**config.mk**
```make
export PLATFORM = sky130hd
export DESIGN_NAME = rx_block_assembler
export DESIGN_NICKNAME = d
export VERILOG_FILES = /design/src/rtl/rx_block_assembler.sv
export SDC_FILE = /design/constraint.sdc
export NUM_CORES = 1
export LEC_CHECK = 0
export CORE_UTILIZATION = 44
export DETAILED_ROUTE_END_ITERATION = 10
export GPL_ROUTABILITY_DRIVEN = 0
export GPL_TIMING_DRIVEN = 0
export MAX_ROUTING_LAYER = met4
export PLACE_DENSITY = 0.76
export SETUP_SLACK_MARGIN = 0.05
export SKIP_CTS_REPAIR_TIMING = 1
export SYNTH_ARGS = -nofsm -noshare
export SYNTH_HDL_FRONTEND = slang
export SYNTH_SLANG_ARGS = --single-unit
```
**constraint.sdc**
```tcl
create_clock -name clk -period 1.5 [get_ports clk]
set_input_delay 0.3 -clock clk [delete_from_list [all_inputs] [get_ports clk]]
set_output_delay 0.3 -clock clk [all_outputs]
set_load 0.03 [all_outputs]
```
**src/rtl/rx_block_assembler.sv**
```systemverilog
// rx_block_assembler
// Collects NUM_WORDS received words into one wide block. The consumer takes
// the block through a valid/ready handshake. Optionally, a partial block that
// goes idle for too long is discarded.
//
// Ports:
//   clk          rising-edge clock
//   reset        asynchronous active-low reset
//   d_in         received word, sampled when rx_done=1
//   rx_done      one-cycle word strobe (level-sensitive: k cycles high = k words)
//   flush        synchronous discard of the partial or held block
//   out_ready    consumer accepts the block
//   d_out        assembled block
//   shift_done   block valid
//   word_cnt     words captured in the current block
//   overflow     one-cycle pulse: a word was dropped while holding a block
//   timeout_err  one-cycle pulse: a partial block was discarded on timeout
//
// state | meaning
// IDLE  | no words captured, word_cnt = 0
// FILL  | partial block, 0 < word_cnt < NUM_WORDS, idle counter running
// HOLD  | full block presented, shift_done = 1, waiting for out_ready
module rx_block_assembler #(
  parameter  int DATA_W      = 8,
  parameter  int NUM_WORDS   = 16,
  parameter  int MSB_FIRST   = 1,
  parameter  int TIMEOUT_CYC = 0,
  localparam int OUT_W       = DATA_W * NUM_WORDS,
  localparam int CNT_W       = $clog2(NUM_WORDS + 1)
) (
  input  logic              clk,
  input  logic              reset,
  input  logic [DATA_W-1:0] d_in,
  input  logic              rx_done,
  input  logic              flush,
  input  logic              out_ready,
  output logic [OUT_W-1:0]  d_out,
  output logic              shift_done,
  output logic [CNT_W-1:0]  word_cnt,
  output logic              overflow,
  output logic              timeout_err
);

  localparam int IDLE_W = (TIMEOUT_CYC > 0) ? $clog2(TIMEOUT_CYC + 1) : 1;
  // The idle counter holds the idle cycles already elapsed. The timeout fires
  // in the cycle that completes the TIMEOUT_CYC-th cycle since the last capture.
  localparam logic [IDLE_W-1:0] IDLE_LAST = IDLE_W'((TIMEOUT_CYC > 0) ? TIMEOUT_CYC - 1 : 0);
  localparam logic [IDLE_W-1:0] IDLE_MAX  = IDLE_W'(TIMEOUT_CYC);
  localparam logic [CNT_W-1:0]  LAST_CNT  = CNT_W'(NUM_WORDS - 1);

  typedef enum logic [1:0] {IDLE, FILL, HOLD} state_t;

  state_t             state, state_nx;
  logic [OUT_W-1:0]   d_out_nx, d_shift;
  logic [CNT_W-1:0]   cnt_nx;
  logic [IDLE_W-1:0]  idle_cnt, idle_nx;
  logic               overflow_nx, timeout_nx, capture, idle_hit;

  generate
    if (MSB_FIRST != 0) begin : g_msb
      assign d_shift = {d_out[OUT_W-DATA_W-1:0], d_in};
    end else begin : g_lsb
      assign d_shift = {d_in, d_out[OUT_W-1:DATA_W]};
    end
  endgenerate

  assign idle_hit   = (TIMEOUT_CYC != 0) && (idle_cnt == IDLE_LAST);
  assign shift_done = (state == HOLD);

  always_ff @(posedge clk or negedge reset) begin
    if (!reset) begin
      state       <= IDLE;
      d_out       <= '0;
      word_cnt    <= '0;
      idle_cnt    <= '0;
      overflow    <= 1'b0;
      timeout_err <= 1'b0;
    end else begin
      state       <= state_nx;
      d_out       <= d_out_nx;
      word_cnt    <= cnt_nx;
      idle_cnt    <= idle_nx;
      overflow    <= overflow_nx;
      timeout_err <= timeout_nx;
    end
  end

  always_comb begin
    state_nx    = state;
    d_out_nx    = d_out;
    cnt_nx      = word_cnt;
    idle_nx     = idle_cnt;
    overflow_nx = 1'b0;
    timeout_nx  = 1'b0;
    capture     = 1'b0;
    if (flush) begin
      state_nx = IDLE;
      cnt_nx   = '0;
      idle_nx  = '0;
    end else begin
      unique case (state)
        IDLE: begin
          if (rx_done) begin
            capture  = 1'b1;
            cnt_nx   = CNT_W'(1);
            idle_nx  = '0;
            state_nx = FILL;
          end
        end
        FILL: begin
          if (idle_hit) begin
            // Partial block is dropped; a coincident word starts a new block.
            timeout_nx = 1'b1;
            idle_nx    = '0;
            if (rx_done) begin
              capture  = 1'b1;
              cnt_nx   = CNT_W'(1);
            end else begin
              cnt_nx   = '0;
              state_nx = IDLE;
            end
          end else if (rx_done) begin
            capture = 1'b1;
            cnt_nx  = word_cnt + CNT_W'(1);
            idle_nx = '0;
            if (word_cnt == LAST_CNT) state_nx = HOLD;
          end else if (idle_cnt != IDLE_MAX) begin
            idle_nx = idle_cnt + IDLE_W'(1);
          end
        end
        HOLD: begin
          if (out_ready) begin
            idle_nx = '0;
            if (rx_done) begin
              capture  = 1'b1;
              cnt_nx   = CNT_W'(1);
              state_nx = FILL;
            end else begin
              cnt_nx   = '0;
              state_nx = IDLE;
            end
          end else if (rx_done) begin
            overflow_nx = 1'b1;
          end
        end
        default: begin
          state_nx = IDLE;
          cnt_nx   = '0;
          idle_nx  = '0;
        end
      endcase
    end
    if (capture) d_out_nx = d_shift;
  end

endmodule

```
==> results of run 1 <==
==> metal layers <==
metal  GRT usage  wire (µm)
met4      0.0810        161
met3      0.0664        946
met1       0.217       5110
met2       0.282       6400
met5           -          0
==> cell families after synthesis <==
kind of cell | share of synthesized area
and+or+nand+nor | 0.0202
DFF | 0.583
buffers and inverters | 0.0474
adders and majority gates | 0.00429
other | 0.000643
muxes | 0.331
AOI/OAI and AO/OA | 0.0127
==> path summary, 6_finish.rpt <==
path,from,end,slack [ns],cells past startpoint
max,state[0],d_out[100],-0.17,5
max reg2reg,state[0],d_out[100],-0.17,5
min reg2reg,d_out[123],d_out[123],0.50,1
min,rx_done,overflow,0.25,3
max in group asynchronous,reset,d_out[23],0.33,3
min in group asynchronous,reset,d_out[90],0.36,2
==> worst max-delay path: stages, from the launching register on <==
cell and delay (ns):
dfrtp_2 0.44, nand2b_4 0.16, a21oi_4 0.26, clkbuf_16 0.23, buf_12 0.15, mux2_4 0.31
==> final cells by class <==
cell class              count  area share
plain buffers              17      0.0345
clock buffers              28      0.0616
clock inverters             2     0.00410
inverters                   2    0.000878
multi-input cells         163       0.260
flip-flops and latches    136       0.399
well taps                 172      0.0252
repair buffers            160       0.215
==> synthesized netlist by cell type, drive strengths merged <==
library cell  count
and2b             1
nand2             3
a21oi             4
nand4b            1
nor2b             2
or3b              1
or2               1
nor2              3
buf              17
nand2b            3
nand3             1
dfrtp           136
and3              1
ha                2
o21ai             1
a32o              1
mux2i             3
nor3              1
o22ai             1
a22o              2
nor3b             1
inv               2
conb              1
mux2            129
==> flip-flops by register name, summed over array words and instances (netlist names) <==
signal / count
word_cnt: 5
state: 2
overflow: 1
d_out: 128
==> power groups by stage <==
stage | clock network, mW | registers (mW) | logic [mW]
after floorplan | 0 | 9.08 | 2.31
after global placement | 0 | 6.33 | 8.58
after detailed placement | 0 | 6.46 | 8.67
after CTS | 4.01 | 6.43 | 8.70
after global routing | 4.18 | 6.61 | 8.66
final | 3.93 | 6.37 | 8.31
==> metrics by stage <==
step           setup WS (ns)  area, µm²  TNS (ns)  cells   util
2_1_floorplan        0.00691       5840         0    318      -
5_1_grt               -0.202       8550    -22.71    680  0.669
3_5_place_dp          -0.554       7550    -67.87    637  0.591
3_3_place_gp           -5.69       7520   -770.51    636  0.589
6_report              -0.173       8550    -18.26    680  0.669
4_1_cts               -0.587       8110    -55.42    667  0.635
==> results.ini, run 1 <==
[global_routing]
grt_pass1_vias = 3395
grt_start_max_net_pins = 104
gr-total-overflow = 0
grt_pass1_wl_um = 17900
grt_usage = 0.184
antenna_found_initial = 0

[pwr]
power.share.clock = 0.211
p_sw_mw = 6.97
power_frac_seq = 0.342
power.density_nw_per_um2 = 2180
peakVddDrop_uv = 1380
p_comb_frac = 0.447
leakagePower_nw = 5.15
power_mw = 18.6
swShare = 0.374
power.internal_mw = 11.6

[die]
coreArea_um2 = 12800
rows = 41
dieArea_um2 = 13700
io_pins = 149
initial_core_util = 0.457
die_w_um = 117
die_h_um = 117

[synth]
seq_area_frac_synth = 0.583
postSynthAreaPerCell_um2 = 18.3
syn_area_um2 = 5830
ys_warn_count = 0
netlist_instances = 318
synthTopCellsByArea = dfrtp_1 58%, mux2_4 31%, buf_12 3.4%
synth_top_area_frac = 0.583
syn_nets = 333
synthDistinctLibCells = 32
synth.largest_area_cell = dfrtp_1
synth_seq_cells = 136

[timing]
maxSlewViolCount = 0
period_minus_slack_ns = 1.67
finalSetupViolations = 132
finClkSkew_ns = 0.00525
whs_ns = 0.247
post-route-period-util = 1.12
max_slew.worst_pin.slew_ns = 0.515
rsz0062_at_grt = true
fmax_ghz = 0.598
fin_ws_ns = -0.173
hold_viol_final = 0
relSlewSlack = 0.657

[cells_and_area]
seqCellArea_um2 = 3410
final_common_cell = dfrtp_1
drive_gt1_frac = 0.457
multi_input_area_um2 = 2220
num-fill-cells = 869
area_growth_pct = 46.5
num_antenna_cells = 0
nets = 512
layout_common_cells = 133 x dfrtp_1, 128 x mux2_4, 103 x dlymetal6s2s_1

[clocking]
numCtsBuffers = 17
clk_pin_slew_ns = 0.06
cts.sinks = 136
clock_path_buffers = 2
root_buffer = clkbuf_16
htree_levels = 4
cts_tree = yes
insertion_delay_ns = 0.41

[drt]
post_drt_wl_per_cell_um = 18.6
drtAntennaViolNets = 0
first_iter_violations = 124
drt_wl_total_um = 12600
drc = 0
drt-pass1-iter-count = 4
vias_per_cell = 4.89
dr_total_vias = 3326

[run]
drv_cap = 0

[placement]
dpl.hpwl_um = 8160
io_buffers = 146

[worst_setup_path]
worst-path-max-fanout = 10
cp.required_ns = 1.79
start_kind = flip-flop
endpoint_kind = flip-flop
criticalPathCategory = reg -> reg
arrival_ns = 1.96

[status]
violations = setup timing
status = finished, violations left

[min_path]
holdCritPathClass = in -> reg

(Power assumes the default switching activity.)
==> inputs of run 2 (changes only) <==
- SETUP_SLACK_MARGIN: 0.05 -> unset
==> run 2 against run 1 <==
Net effect:
- the run still ends with setup timing left
- cell count down 0.44%
- non-clock buffer count decreased by 5
- sequential power about the same
- clock-buffer cell count fell by 3
==> results.ini, run 2 (synthesis gave the netlist of run 1 again) <==
[worst_setup_path]
reg2reg_depth = 5  ; unchanged
start_kind = flip-flop
r2r_end = d_out[124]
endpoint_kind = flip-flop
crit_start = state[0]
worst-path-max-fanout = 10  ; unchanged
arrival_ns = 1.92  ; -0.04 ns
crit_end = d_out[124]
reg2reg_slack_ns = -0.13  ; +0.05 ns
worstReg2RegStart = state[0]
cp.required_ns = 1.79  ; about the same
criticalPathCategory = reg -> reg

[clocking]
clock_path_buffers = 2  ; unchanged
clk_pin_slew_ns = 0.06  ; about the same
htree_levels = 4  ; unchanged
insertion_delay_ns = 0.41  ; about the same
root_buffer = clkbuf_16
cts.sinks = 136  ; unchanged
cts_tree = yes
numCtsBuffers = 17  ; unchanged

[placement]
dpl.hpwl_um = 8000  ; -2.1%
io_buffers = 146  ; unchanged
dp.cells = 637  ; unchanged

[die]
io_pins = 149  ; unchanged
die_h_um = 117  ; unchanged
rows = 41  ; unchanged
coreArea_um2 = 12800  ; unchanged
initial_core_util = 0.457  ; unchanged
dieArea_um2 = 13700  ; unchanged
die_w_um = 117  ; unchanged

[run]
drv_cap = 0  ; unchanged

[status]
status = finished, violations left
violations = setup timing

[cells_and_area]
largest_register_ffs = 128  ; unchanged
nets = 507  ; -0.98%
largestRegisters = d_out x128, word_cnt x5, state x2
largest-register = d_out
stdcell_count = 677  ; -0.44%
area_growth_pct = 48.2
drive_gt1_frac = 0.390  ; -0.0666
num_antenna_cells = 0  ; unchanged
layout_common_cells = 135 x dlymetal6s2s_1, 133 x dfrtp_1, 127 x mux2_4
num-fill-cells = 842  ; -3.1%
final_common_cell = dlymetal6s2s_1

[timing]
maxSlewViolCount = 0  ; unchanged
tns_ns = -12.92  ; +5.34 ns
post-route-period-util = 1.08  ; -0.0321
rsz0062_at_grt = true
period_minus_slack_ns = 1.63  ; -0.0481 ns
fin_ws_ns = -0.125  ; +0.0481 ns
relSlewSlack = 0.582  ; -0.0746
fmax_ghz = 0.615  ; +3.0%
finalSetupViolations = 128  ; -3.0%
max_slew.worst_pin.slew_ns = 0.627  ; +0.112 ns
finClkSkew_ns = 0.00779  ; +0.00254 ns
hold_viol_final = 0  ; unchanged

[drt]
first_iter_violations = 156  ; +26%
dr_total_vias = 3294  ; -0.96%
drtAntennaViolNets = 0  ; unchanged
drt-pass1-iter-count = 4  ; unchanged
drt_wl_total_um = 12300  ; -2.8%
post_drt_wl_per_cell_um = 18.1  ; -2.4%
drc = 0  ; unchanged
vias_per_cell = 4.87  ; -0.52%

[global_routing]
met2_usage = 0.276  ; -0.00588
grt_usage = 0.183  ; -0.000508
use_met1 = 0.215  ; -0.00196
use_met3 = 0.0870  ; +0.0206
grt_pass1_wl_um = 18000  ; +0.46%
grt_start_max_net_pins = 72  ; -31%
top_usage_layer = met2
antenna_found_initial = 0  ; unchanged
grt_pass1_vias = 3379  ; -0.47%
gr-total-overflow = 0  ; unchanged

[pwr]
power.density_nw_per_um2 = 2180  ; +0.25%
leakagePower_nw = 5.46  ; +6.0%
peakVddDrop_uv = 956  ; -31%
power_mw = 18.9  ; +1.4%

[min_path]
holdCritPathClass = in -> reg

[run 2: how the worst min path moves through the flow]
stage / start / end / depth (start not counted)
2_1_floorplan: reset / d_out[0] / 0
3_3_place_gp: d_out[124] / d_out[124] / 1
3_5_place_dp: reset / d_out[114] / 1
4_1_cts: reset / state[1] / 1
5_1_grt: rx_done / word_cnt[0] / 3
6_report: rx_done / word_cnt[0] / 3
[run 2: report_power, final]
group	internal, mW	leakage [nW]	switching (mW)
registers	5.14	1.70	1.21
clock network	2.53	0.285	1.47
logic	4.23	3.48	4.30
total	11.9	5.46	6.98
[run 2: area by class of cell]
type	instances	area, µm²	share of cell area
clock buffer	25	515	0.0596
tap	172	215	0.0249
clock inverter	7	65.1	0.00752
timing repair buffer	155	1930	0.224
sequential	136	3410	0.394
buffer	17	299	0.0346
multi-input combinational	163	2200	0.255
inverter	2	7.51	0.000868
[run 2: metrics by stage]
stage	hold slack, ns	worst slack [ns]	area (µm²)	utilization
after floorplan	0.00441	-0.00596	5840	-
after global placement	0.495	-5.69	7520	0.589
after detailed placement	0.340	-0.564	7550	0.591
after CTS	-0.104	-0.582	8130	0.636
after global routing	0.229	-0.174	8650	0.677
final	0.237	-0.125	8650	0.677
[run 2: metal layers]
| metal | up-vias | part of all wire |
|---|---|---|
| met2 | 135 | 0.50 |
| met1 | 1679 | 0.42 |
| met4 | 0 | 0.0073 |
| met5 | - | 0 |
| li1 | 1468 | - |
| met3 | 12 | 0.081 |
[run 2: critical path, cell delays in order, from the launching register on]
cell,delay [ns]
dfrtp_2,0.44
nand2b_4,0.17
a21oi_4,0.21
buf_12,0.21
buf_12,0.16
mux2_4,0.30
